## src/rtl/wb_pkg.sv

```systemverilog
// Shared definitions for the Wishbone command master: response status codes
// and the controller state encoding.
package wb_pkg;

  localparam logic [1:0] WB_RSP_OK      = 2'd0;
  localparam logic [1:0] WB_RSP_ERR     = 2'd1;
  localparam logic [1:0] WB_RSP_RTY     = 2'd2;
  localparam logic [1:0] WB_RSP_TIMEOUT = 2'd3;

  typedef enum logic [1:0] {
    IDLE = 2'd0,
    BUS  = 2'd1,
    GAP  = 2'd2,
    RESP = 2'd3
  } wb_state_e;

endpackage

```

## src/rtl/wb_cmd_master.sv

```systemverilog
// Wishbone classic initiator: one valid/ready command becomes one bus cycle,
// the result returns on a valid/ready response. Optional WB_CMD_MASTER_RETRY_EN.
module wb_cmd_master
  import wb_pkg::*;
#(
  parameter int DATA_WIDTH   = 32,
  parameter int ADDR_WIDTH   = 32,
  parameter int SELECT_WIDTH = 4,
  parameter int TIMEOUT      = 256,
  parameter int MAX_RETRY    = 4
) (
  input  logic                    m_clk,
  input  logic                    s_rst,
  input  logic [ADDR_WIDTH-1:0]   cmd_adr,
  input  logic [DATA_WIDTH-1:0]   cmd_dat,
  input  logic                    cmd_we,
  input  logic [SELECT_WIDTH-1:0] cmd_sel,
  input  logic                    cmd_valid,
  output logic                    cmd_ready,
  output logic [DATA_WIDTH-1:0]   rsp_dat,
  output logic [1:0]              rsp_status,
  output logic                    rsp_valid,
  input  logic                    rsp_ready,
  output logic [ADDR_WIDTH-1:0]   wb_adr_o,
  input  logic [DATA_WIDTH-1:0]   wb_dat_i,
  output logic [DATA_WIDTH-1:0]   wb_dat_o,
  output logic                    wb_we_o,
  output logic [SELECT_WIDTH-1:0] wb_sel_o,
  output logic                    wb_stb_o,
  input  logic                    wb_ack_i,
  input  logic                    wb_err_i,
  input  logic                    wb_rty_i,
  output logic                    wb_cyc_o
);

  localparam int TO_W = (TIMEOUT > 1) ? $clog2(TIMEOUT) : 1;
  localparam logic [TO_W-1:0] TO_LIM = (TIMEOUT > 0) ? TO_W'(TIMEOUT - 1) : '0;

  wb_state_e r_state, w_state_nxt;

  logic [ADDR_WIDTH-1:0]   r_adr, w_adr_nxt;
  logic [DATA_WIDTH-1:0]   r_dat, w_dat_nxt;
  logic                    r_we, w_we_nxt;
  logic [SELECT_WIDTH-1:0] r_sel, w_sel_nxt;
  logic                    r_cyc, w_cyc_nxt;
  logic [DATA_WIDTH-1:0]   r_rsp_dat, w_rsp_dat_nxt;
  logic [1:0]              r_rsp_status, w_rsp_status_nxt;
  logic                    r_rsp_valid, w_rsp_valid_nxt;
  logic [TO_W-1:0]         r_to_cnt, w_to_cnt_nxt;

  logic                    w_timeout;
  logic                    w_term;
  logic [1:0]              w_term_status;

`ifdef WB_CMD_MASTER_RETRY_EN
  localparam int RT_W = (MAX_RETRY > 0) ? $clog2(MAX_RETRY + 1) : 1;
  logic [RT_W-1:0] r_retry_cnt, w_retry_cnt_nxt;
`endif

  assign w_timeout = (TIMEOUT != 0) && (r_to_cnt == TO_LIM);

  always_ff @(posedge m_clk) begin
    if (s_rst) begin
      r_state      <= IDLE;
      r_adr        <= '0;
      r_dat        <= '0;
      r_we         <= 1'b0;
      r_sel        <= '0;
      r_cyc        <= 1'b0;
      r_rsp_dat    <= '0;
      r_rsp_status <= WB_RSP_OK;
      r_rsp_valid  <= 1'b0;
      r_to_cnt     <= '0;
`ifdef WB_CMD_MASTER_RETRY_EN
      r_retry_cnt  <= '0;
`endif
    end else begin
      r_state      <= w_state_nxt;
      r_adr        <= w_adr_nxt;
      r_dat        <= w_dat_nxt;
      r_we         <= w_we_nxt;
      r_sel        <= w_sel_nxt;
      r_cyc        <= w_cyc_nxt;
      r_rsp_dat    <= w_rsp_dat_nxt;
      r_rsp_status <= w_rsp_status_nxt;
      r_rsp_valid  <= w_rsp_valid_nxt;
      r_to_cnt     <= w_to_cnt_nxt;
`ifdef WB_CMD_MASTER_RETRY_EN
      r_retry_cnt  <= w_retry_cnt_nxt;
`endif
    end
  end

  always_comb begin
    w_state_nxt      = r_state;
    w_adr_nxt        = r_adr;
    w_dat_nxt        = r_dat;
    w_we_nxt         = r_we;
    w_sel_nxt        = r_sel;
    w_cyc_nxt        = r_cyc;
    w_rsp_dat_nxt    = r_rsp_dat;
    w_rsp_status_nxt = r_rsp_status;
    w_rsp_valid_nxt  = r_rsp_valid;
    w_to_cnt_nxt     = r_to_cnt;
    w_term           = 1'b0;
    w_term_status    = WB_RSP_OK;
`ifdef WB_CMD_MASTER_RETRY_EN
    w_retry_cnt_nxt  = r_retry_cnt;
`endif

    unique case (r_state)
      IDLE: begin
        if (cmd_valid) begin
          w_adr_nxt    = cmd_adr;
          w_dat_nxt    = cmd_dat;
          w_we_nxt     = cmd_we;
          w_sel_nxt    = cmd_sel;
          w_cyc_nxt    = 1'b1;
          w_to_cnt_nxt = '0;
`ifdef WB_CMD_MASTER_RETRY_EN
          w_retry_cnt_nxt = '0;
`endif
          w_state_nxt  = BUS;
        end
      end
      BUS: begin
        if (r_to_cnt != TO_LIM) w_to_cnt_nxt = r_to_cnt + 1'b1;
        // err > rty > ack > timeout
        if (wb_err_i) begin
          w_term        = 1'b1;
          w_term_status = WB_RSP_ERR;
        end else if (wb_rty_i) begin
`ifdef WB_CMD_MASTER_RETRY_EN
          if (r_retry_cnt < RT_W'(MAX_RETRY)) begin
            w_cyc_nxt   = 1'b0;
            w_state_nxt = GAP;
          end else begin
            w_term        = 1'b1;
            w_term_status = WB_RSP_RTY;
          end
`else
          w_term        = 1'b1;
          w_term_status = WB_RSP_RTY;
`endif
        end else if (wb_ack_i) begin
          w_term        = 1'b1;
          w_term_status = WB_RSP_OK;
        end else if (w_timeout) begin
          w_term        = 1'b1;
          w_term_status = WB_RSP_TIMEOUT;
        end
      end
`ifdef WB_CMD_MASTER_RETRY_EN
      GAP: begin
        // bus held idle for exactly one cycle, then the same cycle is re-issued
        w_cyc_nxt       = 1'b1;
        w_to_cnt_nxt    = '0;
        w_retry_cnt_nxt = r_retry_cnt + 1'b1;
        w_state_nxt     = BUS;
      end
`endif
      RESP: begin
        if (rsp_ready) begin
          w_rsp_valid_nxt = 1'b0;
          w_state_nxt     = IDLE;
        end
      end
      default: w_state_nxt = IDLE;
    endcase

    if (w_term) begin
      w_cyc_nxt        = 1'b0;
      w_we_nxt         = 1'b0;
      w_rsp_status_nxt = w_term_status;
      w_rsp_dat_nxt    = (w_term_status == WB_RSP_OK && !r_we) ? wb_dat_i : '0;
      w_rsp_valid_nxt  = 1'b1;
      w_state_nxt      = RESP;
    end
  end

  assign cmd_ready  = (r_state == IDLE);
  assign wb_adr_o   = r_adr;
  assign wb_dat_o   = r_dat;
  assign wb_we_o    = r_we;
  assign wb_sel_o   = r_sel;
  assign wb_cyc_o   = r_cyc;
  assign wb_stb_o   = r_cyc;
  assign rsp_dat    = r_rsp_dat;
  assign rsp_status = r_rsp_status;
  assign rsp_valid  = r_rsp_valid;

endmodule
```

## config.mk

```make
export PLATFORM = sky130hd
export DESIGN_NAME = wb_cmd_master
export DESIGN_NICKNAME = d
export VERILOG_FILES = /design/src/rtl/wb_pkg.sv /design/src/rtl/wb_cmd_master.sv
export SDC_FILE = /design/constraint.sdc
export NUM_CORES = 1
export LEC_CHECK = 0
export CAP_MARGIN = 10
export CORE_ASPECT_RATIO = 1.75
export CORE_UTILIZATION = 36
export CTS_CLUSTER_SIZE = 20
export DETAILED_ROUTE_END_ITERATION = 10
export GPL_ROUTABILITY_DRIVEN = 0
export MAX_ROUTING_LAYER = met4
export PLACE_DENSITY_LB_ADDON = 0.25
export REMOVE_ABC_BUFFERS = 1
export SKIP_LAST_GASP = 1
export SLEW_MARGIN = 20
export SYNTH_ARGS = -nofsm -noshare
export SYNTH_HDL_FRONTEND = slang
export SYNTH_SLANG_ARGS = --single-unit
```

## constraint.sdc

```tcl
create_clock -name m_clk -period 3.2 [get_ports m_clk]
set_clock_uncertainty 0.1 [all_clocks]
set_input_delay 0.8 -clock m_clk [delete_from_list [all_inputs] [get_ports m_clk]]
set_output_delay 0.8 -clock m_clk [all_outputs]
set_load 0.1 [all_outputs]
```

; ---- After elaboration in Yosys (flattened, before gate mapping)
; Cells that the tools add are included.
[classes]
addsub = 1
n_eq_ne = 9
n_mux = 21
reduce_logical = 12
[op_table]
columns = op, n
row1 = 32-bit 2-to-1 mux, 1
row2 = 2-bit 2-to-1 mux, 8
row3 = 8-bit 2-to-1 mux, 2
row4 = 8-bit case mux with 2 select lines, 1
row5 = 8-bit by 1-bit adder with 8-bit output (second input constant), 1
row6 = 8-bit equality test (second input constant), 1
row7 = 1-bit 2-to-1 mux, 8
row8 = 8-bit != test (second input constant), 1
row9 = 2-bit != test (second input constant), 3
row10 = 2-bit case mux with 3 select lines, 1
row11 = 3-bit AND reduction, 2
row12 = 2-bit nonzero test, 3
row13 = 2-bit logical NOT, 2
row14 = 2-bit AND reduction, 2
row15 = 3-bit by 2-bit != test with 1-bit output (second input constant), 1
row16 = 3-bit != test (second input constant), 1
row17 = 2-bit by 1-bit equality test with 1-bit output (second input constant), 1
row18 = 2-bit equality test (second input constant), 1
row19 = 2-bit OR reduction, 1
row20 = 1-bit logical AND, 1
row21 = 1-bit logical NOT, 1
[word_totals]
register_bits = 115
inputBits = 108
elab_cells = 53

; ---- Longest topological paths before layout
[depth]
word_depth = 9
mapped_depth = 8
ltp_nobuf = 5

; ---- Least setup slack after synthesis
; Ideal clock, no wire load.
[synth_path]
kind = reg-to-output
startpoint = reg r_state[1]
endpoint = out cmd_ready
t_arrival_ns = 1.679
path_slack_ns = 0.621
stages_incl_launch_ff = 3
n_path_buf = 1
cell_sequence = dfxtp_1 -> buf_6 -> nor2_1
[synth_between]
elab_chain_len = 1
[synth_lines]
columns = item, line_no
row1 = "start, declared", wb_cmd_master.sv:39  ; wb_state_e r_state, w_state_nxt;
row2 = "start signal, assigned", wb_cmd_master.sv:78  ; r_state <= w_state_nxt;
row3 = 2-bit logical NOT, wb_cmd_master.sv:181  ; assign cmd_ready = (r_state == IDLE);
row4 = "end, declared", wb_cmd_master.sv:19  ; output logic cmd_ready,
; No other way between the ends.

; ---- Worst setup path in the final report
[layout_path]
startpoint = in cmd_valid
endpoint = reg r_to_cnt[7]
[layout_between]
elab_chain_len = 2
[layout_lines]
columns = item, line_no
row1 = "start, declared", wb_cmd_master.sv:18  ; input logic cmd_valid,
row2 = 2-bit != test (no source line), --
row3 = 3-bit AND reduction (no source line), --
row4 = "end signal, assigned", wb_cmd_master.sv:87  ; r_to_cnt <= w_to_cnt_nxt;
row5 = "end, declared", wb_cmd_master.sv:49  ; logic [TO_W-1:0] r_to_cnt, w_to_cnt_nxt;
; No other way between the ends.
; A chain may end at the register's enable or synchronous reset.

==> results_tabular.tex <==
\begin{tabular}{lr}
\hline
Metric & Value \\
\hline
\multicolumn{2}{l}{\textbf{Global routing}} \\
GRT Max-Usage Layer & met2 \\
Global-route wire length before repair & roughly 18 mm \\
Total global routing track utilization & between 10\% and 20\% \\
Maximum number of pins on one net before global-route repair & 77 \\
Met2 routing resource usage after global routing & 36.5\% \\
Via count of the first global-routing pass & 3819 \\
Met3 track demand over resource in global routing & under 10\% \\
Met1 usage & between 10\% and 20\% \\
Antenna violations before repair & 0 \\
Residual overflow from global routing & 0 \\
\multicolumn{2}{l}{\textbf{Clock tree}} \\
Clock Latency Late Sink & 0.40 ns \\
Max H-tree Level & 4 \\
Sink count of the clock tree & 115 \\
TritonCTS Buffers & 17 \\
Clock-pin slew on the worst setup and hold paths & approximately 0.050 ns \\
Maximum buffer depth of the clock tree & 2 \\
Gates resized, CTS repair & 0 \\
Post-CTS setup buffers & 0 \\
CTS tree & built \\
Post-cts hold buffer count & 0 \\
CTS root buf & sky130\_fd\_sc\_hd\_\_clkbuf\_16 \\
\multicolumn{2}{l}{\textbf{Floorplan}} \\
Site row count & a little over 50 \\
Starting density of the core & approximately 37\% \\
Die outline area & roughly 12000 sq um \\
Y dimension of the die & between 100 and 150 um \\
Die X & a little over 80 um \\
Std-Cell Core Area & between 10000 and 15000 sq um \\
Count of pins on the block boundary & about 220 \\
\multicolumn{2}{l}{\textbf{Routing}} \\
Count of TritonRoute iterations in the first routing pass & 6 \\
Residual DRC & 0 \\
ANT nets after route & 0 \\
Routed length per instance & $\sim$14 um \\
Total Routed Length & between 10 and 15 mm \\
First-iteration detailed-routing DRC count & $\sim$110 \\
Total number of vias & about 3900 \\
Vias/cell & just under 5 \\
\multicolumn{2}{l}{\textbf{Cells and area}} \\
Count of filler cells inserted in the layout & 1035 \\
Total non-filler cell area in the finished layout & between 6000 and 7000 sq um \\
Antenna fix cells & 0 \\
Final Net Count & approximately 770 \\
Share of layout cells above drive strength 1 & a little under a quarter \\
Post-synthesis to final-layout area growth & 59.3\% \\
\multicolumn{2}{l}{\textbf{Worst setup path}} \\
Chain of cells forming the critical path & clkdlybuf4s50\_1, or3b\_4, nand2\_1, a2111o\_1, nand2\_1 \\
Flop-to-flop setup slack & about 0.90 ns \\
CP delay by family, top & simple AND/OR/NAND/NOR gates \\
Sum of buffers and inverters on the critical path & 1 \\
Maximum single-stage delay on the critical path & 0.80 ns \\
Worst reg2reg path depth & 4 \\
Critical path data arrival time & $\sim$2.9 ns \\
Worst Setup End Kind & flop \\
Maximum fanout count along the critical path & 76 \\
Most common cell on crit path & sky130\_fd\_sc\_hd\_\_nand2\_1 \\
Required arrival time at the worst endpoint & roughly 3.4 ns \\
Launch point of the worst reg-to-reg path & r\_state[1] \\
Cell with the biggest individual delay on the critical path & sky130\_fd\_sc\_hd\_\_or3b\_4 \\
End of the worst register-to-register path & r\_to\_cnt[7] \\
Crit Path Category & primary input to flop \\
Setup crit start kind & primary input \\
\multicolumn{2}{l}{\textbf{Timing}} \\
Final hold vios & 0 \\
Shortest clock period the worst path allows after layout & roughly 2.7 ns \\
Worst relative slew slack & 42.2\% \\
Setup repair after global routing missed its margin & no \\
Final setup vio count & 0 \\
Worst Tran Pin Value & roughly 0.87 ns \\
Highest clock frequency the design can meet & between 300 and 400 MHz \\
Setup\_tns & 0 ns \\
Slew Limit Fails & 0 \\
Part of the cycle the worst path needs & a little over four fifths \\
\multicolumn{2}{l}{\textbf{Power and ir drop}} \\
Internal power & 3.09 mW \\
P\_sw & about 1.4 mW \\
Switch share & 30.6\% \\
Leakage power total & between 2 and 3 nW \\
Gate power share & around a fifth \\
Clock power frac & 44.2\% \\
Worst vdd ir & 0.421 mV \\
Flop pwr share & 34.8\% \\
Cell Pwr Density & $\sim$670 nW/um\^{}2 \\
\multicolumn{2}{l}{\textbf{Logic synthesis}} \\
Cell area after synthesis & around 4100 sq um \\
Unique masters post-synth & between 40 and 50 \\
Average instance area after synthesis & $\sim$9.1 sq um \\
Cell types with the largest area share after synthesis & sky130\_fd\_sc\_hd\_\_dfxtp\_1 (56\%), sky130\_fd\_sc\_hd\_\_nand2\_1 (13\%), sky130\_fd\_sc\_hd\_\_a21oi\_1 (9.2\%) \\
Fraction of synthesized cell area taken by the top area cell type & 55.6\% \\
Ys Warns & 0 \\
Register bit total from synthesis & between 100 and 150 \\
Proportion of synthesized chip area in sequential cells & about 56\% \\
Gate count after technology mapping & around 460 \\
Post-synth top area cell & sky130\_fd\_sc\_hd\_\_dfxtp\_1 \\
\multicolumn{2}{l}{\textbf{Min path}} \\
Startpoint of the most critical hold path & wb\_adr\_o[12] \\
Worst hold endpoint & wb\_adr\_o[12] \\
Path type of the worst min-delay path & flop to flop \\
Cell depth of the worst min-delay path & 2 \\
\multicolumn{2}{l}{\textbf{Place}} \\
Dpl hpwl & 8.13 mm \\
Placed cell areas & 5970 sq um \\
Number of I/O port buffers & between 200 and 250 \\
\multicolumn{2}{l}{\textbf{Flow run}} \\
Maxcap violations & 0 \\
\multicolumn{2}{l}{\textbf{Outcome}} \\
Status & finished, final reports clean \\
\hline
\end{tabular}
cells in the final DEF, fill, tap and decap left out, drive strengths merged:
cell             n
o21a             3
clkdlybuf4s50  106
buf            112
nand2          146
or3              1
ha               1
a21o             1
nor2             5
nor2b            2
o21bai           1
and4             2
and3             2
nand3            5
o211ai           1
inv              3
nand4b           1
and2             1
a22o            32
bufinv           4
mux2i            1
a2111o           2
dfxtp          115
o2111ai          2
a21boi           1
a21bo            1
clkbuf          19
xnor2            1
clkinv           3
o21ai            3
or3b             1
a21oi           77
nor3             4
o2111a           1
nand4            1
clkinvlp         4
a211oi           1
nor3b            1
nand2b           1
o31ai            1
power by group through the flow:
stage	logic, mW	clock network [mW]	registers (mW)
after CTS	0.944	2.00	1.55
final	0.936	1.96	1.55
after detailed placement	0.942	0	1.58
after global routing	0.977	2.08	1.55
after global placement	0.934	0	1.57
after floorplan	0.158	0	2.05
registers in the layout (all words and copies together) (netlist names):
name        cells
wb_we_o         1
rsp_dat        32
r_to_cnt        8
wb_cyc_o        1
rsp_status      2
wb_adr_o       32
wb_dat_o       32
r_state         2
wb_sel_o        4
rsp_valid       1
worst min-delay path: cells and delay by family (launching register included):
| family | cells | cell delay (ns) |
|---|---|---|
| flip-flops | 1 | 0.30 |
| AND/OR/NAND/NOR | 1 | 0.05 |
| AO/OA/AOI/OAI | 1 | 0.05 |
routing by layer:
layer,up-vias,share of wire (%)
met5,-,0
met4,0,2.1
met3,19,4.8
met2,123,58
met1,1817,35
li1,1949,-
worst max path at each step:
stage / startpoint / end / slack (ns) / cells past startpoint
3_3_place_gp: cmd_valid / r_to_cnt[5] / 0.22 / 5
6_report: cmd_valid / r_to_cnt[7] / 0.52 / 5
3_5_place_dp: cmd_valid / r_to_cnt[5] / 0.12 / 5
2_1_floorplan: cmd_valid / r_to_cnt[3] / -2.13 / 4
5_1_grt: cmd_valid / r_to_cnt[7] / 0.37 / 5
4_1_cts: cmd_valid / r_to_cnt[7] / 0.55 / 5
per-stage QoR:
step | utilization (%) | power (mW) | std cells | hold WS [ns] | worst slack, ns
2_1_floorplan | - | 2.21 | 420 | 0.373 | -2.13
3_5_place_dp | 53.5 | 2.52 | 770 | 0.349 | 0.125
6_report | 59.1 | 4.45 | 801 | 0.352 | 0.524
3_3_place_gp | 53.5 | 2.51 | 770 | 0.342 | 0.217
4_1_cts | 59.1 | 4.49 | 801 | 0.356 | 0.550
5_1_grt | 59.1 | 4.61 | 801 | 0.375 | 0.371
Yosys cell counts (all sizes together):
cell,number
nor3b,1
a21o,1
xnor2,1
a21bo,1
and4,2
o31ai,1
or3b,1
and3,2
a22o,32
nand2b,1
o2111a,1
nand2,146
nand4b,1
o21a,3
ha,1
inv,2
a2111o,2
nor3,4
o2111ai,2
clkbuf,22
nand4,1
mux2i,1
o211ai,1
nor2b,2
a21boi,1
buf,13
nor2,5
a211oi,1
or3,1
nand3,5
dfxtp,115
and2,1
o21ai,3
o21bai,1
a21oi,77
kinds of logic after synthesis:
kind of cell               synth area share, %
and+or+nand+nor                           17.6
AOI/OAI and AO/OA                         19.8
DFF                                       55.6
buffers and inverters                     6.19
xor gates and xnor gates                 0.212
muxes                                    0.242
adders and majority gates                0.302
layout make-up:
type	count	area, sq um	area share, %
Clock buffer	19	443	6.71
Clock inverter	12	181	2.75
Inverter	2	7.51	0.114
Multi-Input combinational cell	303	1590	24.1
Sequential cell	115	2300	34.9
Tap cell	132	165	2.50
Timing Repair Buffer	218	1910	29.0
No activity file was read; power rests on OpenSTA's default activity.
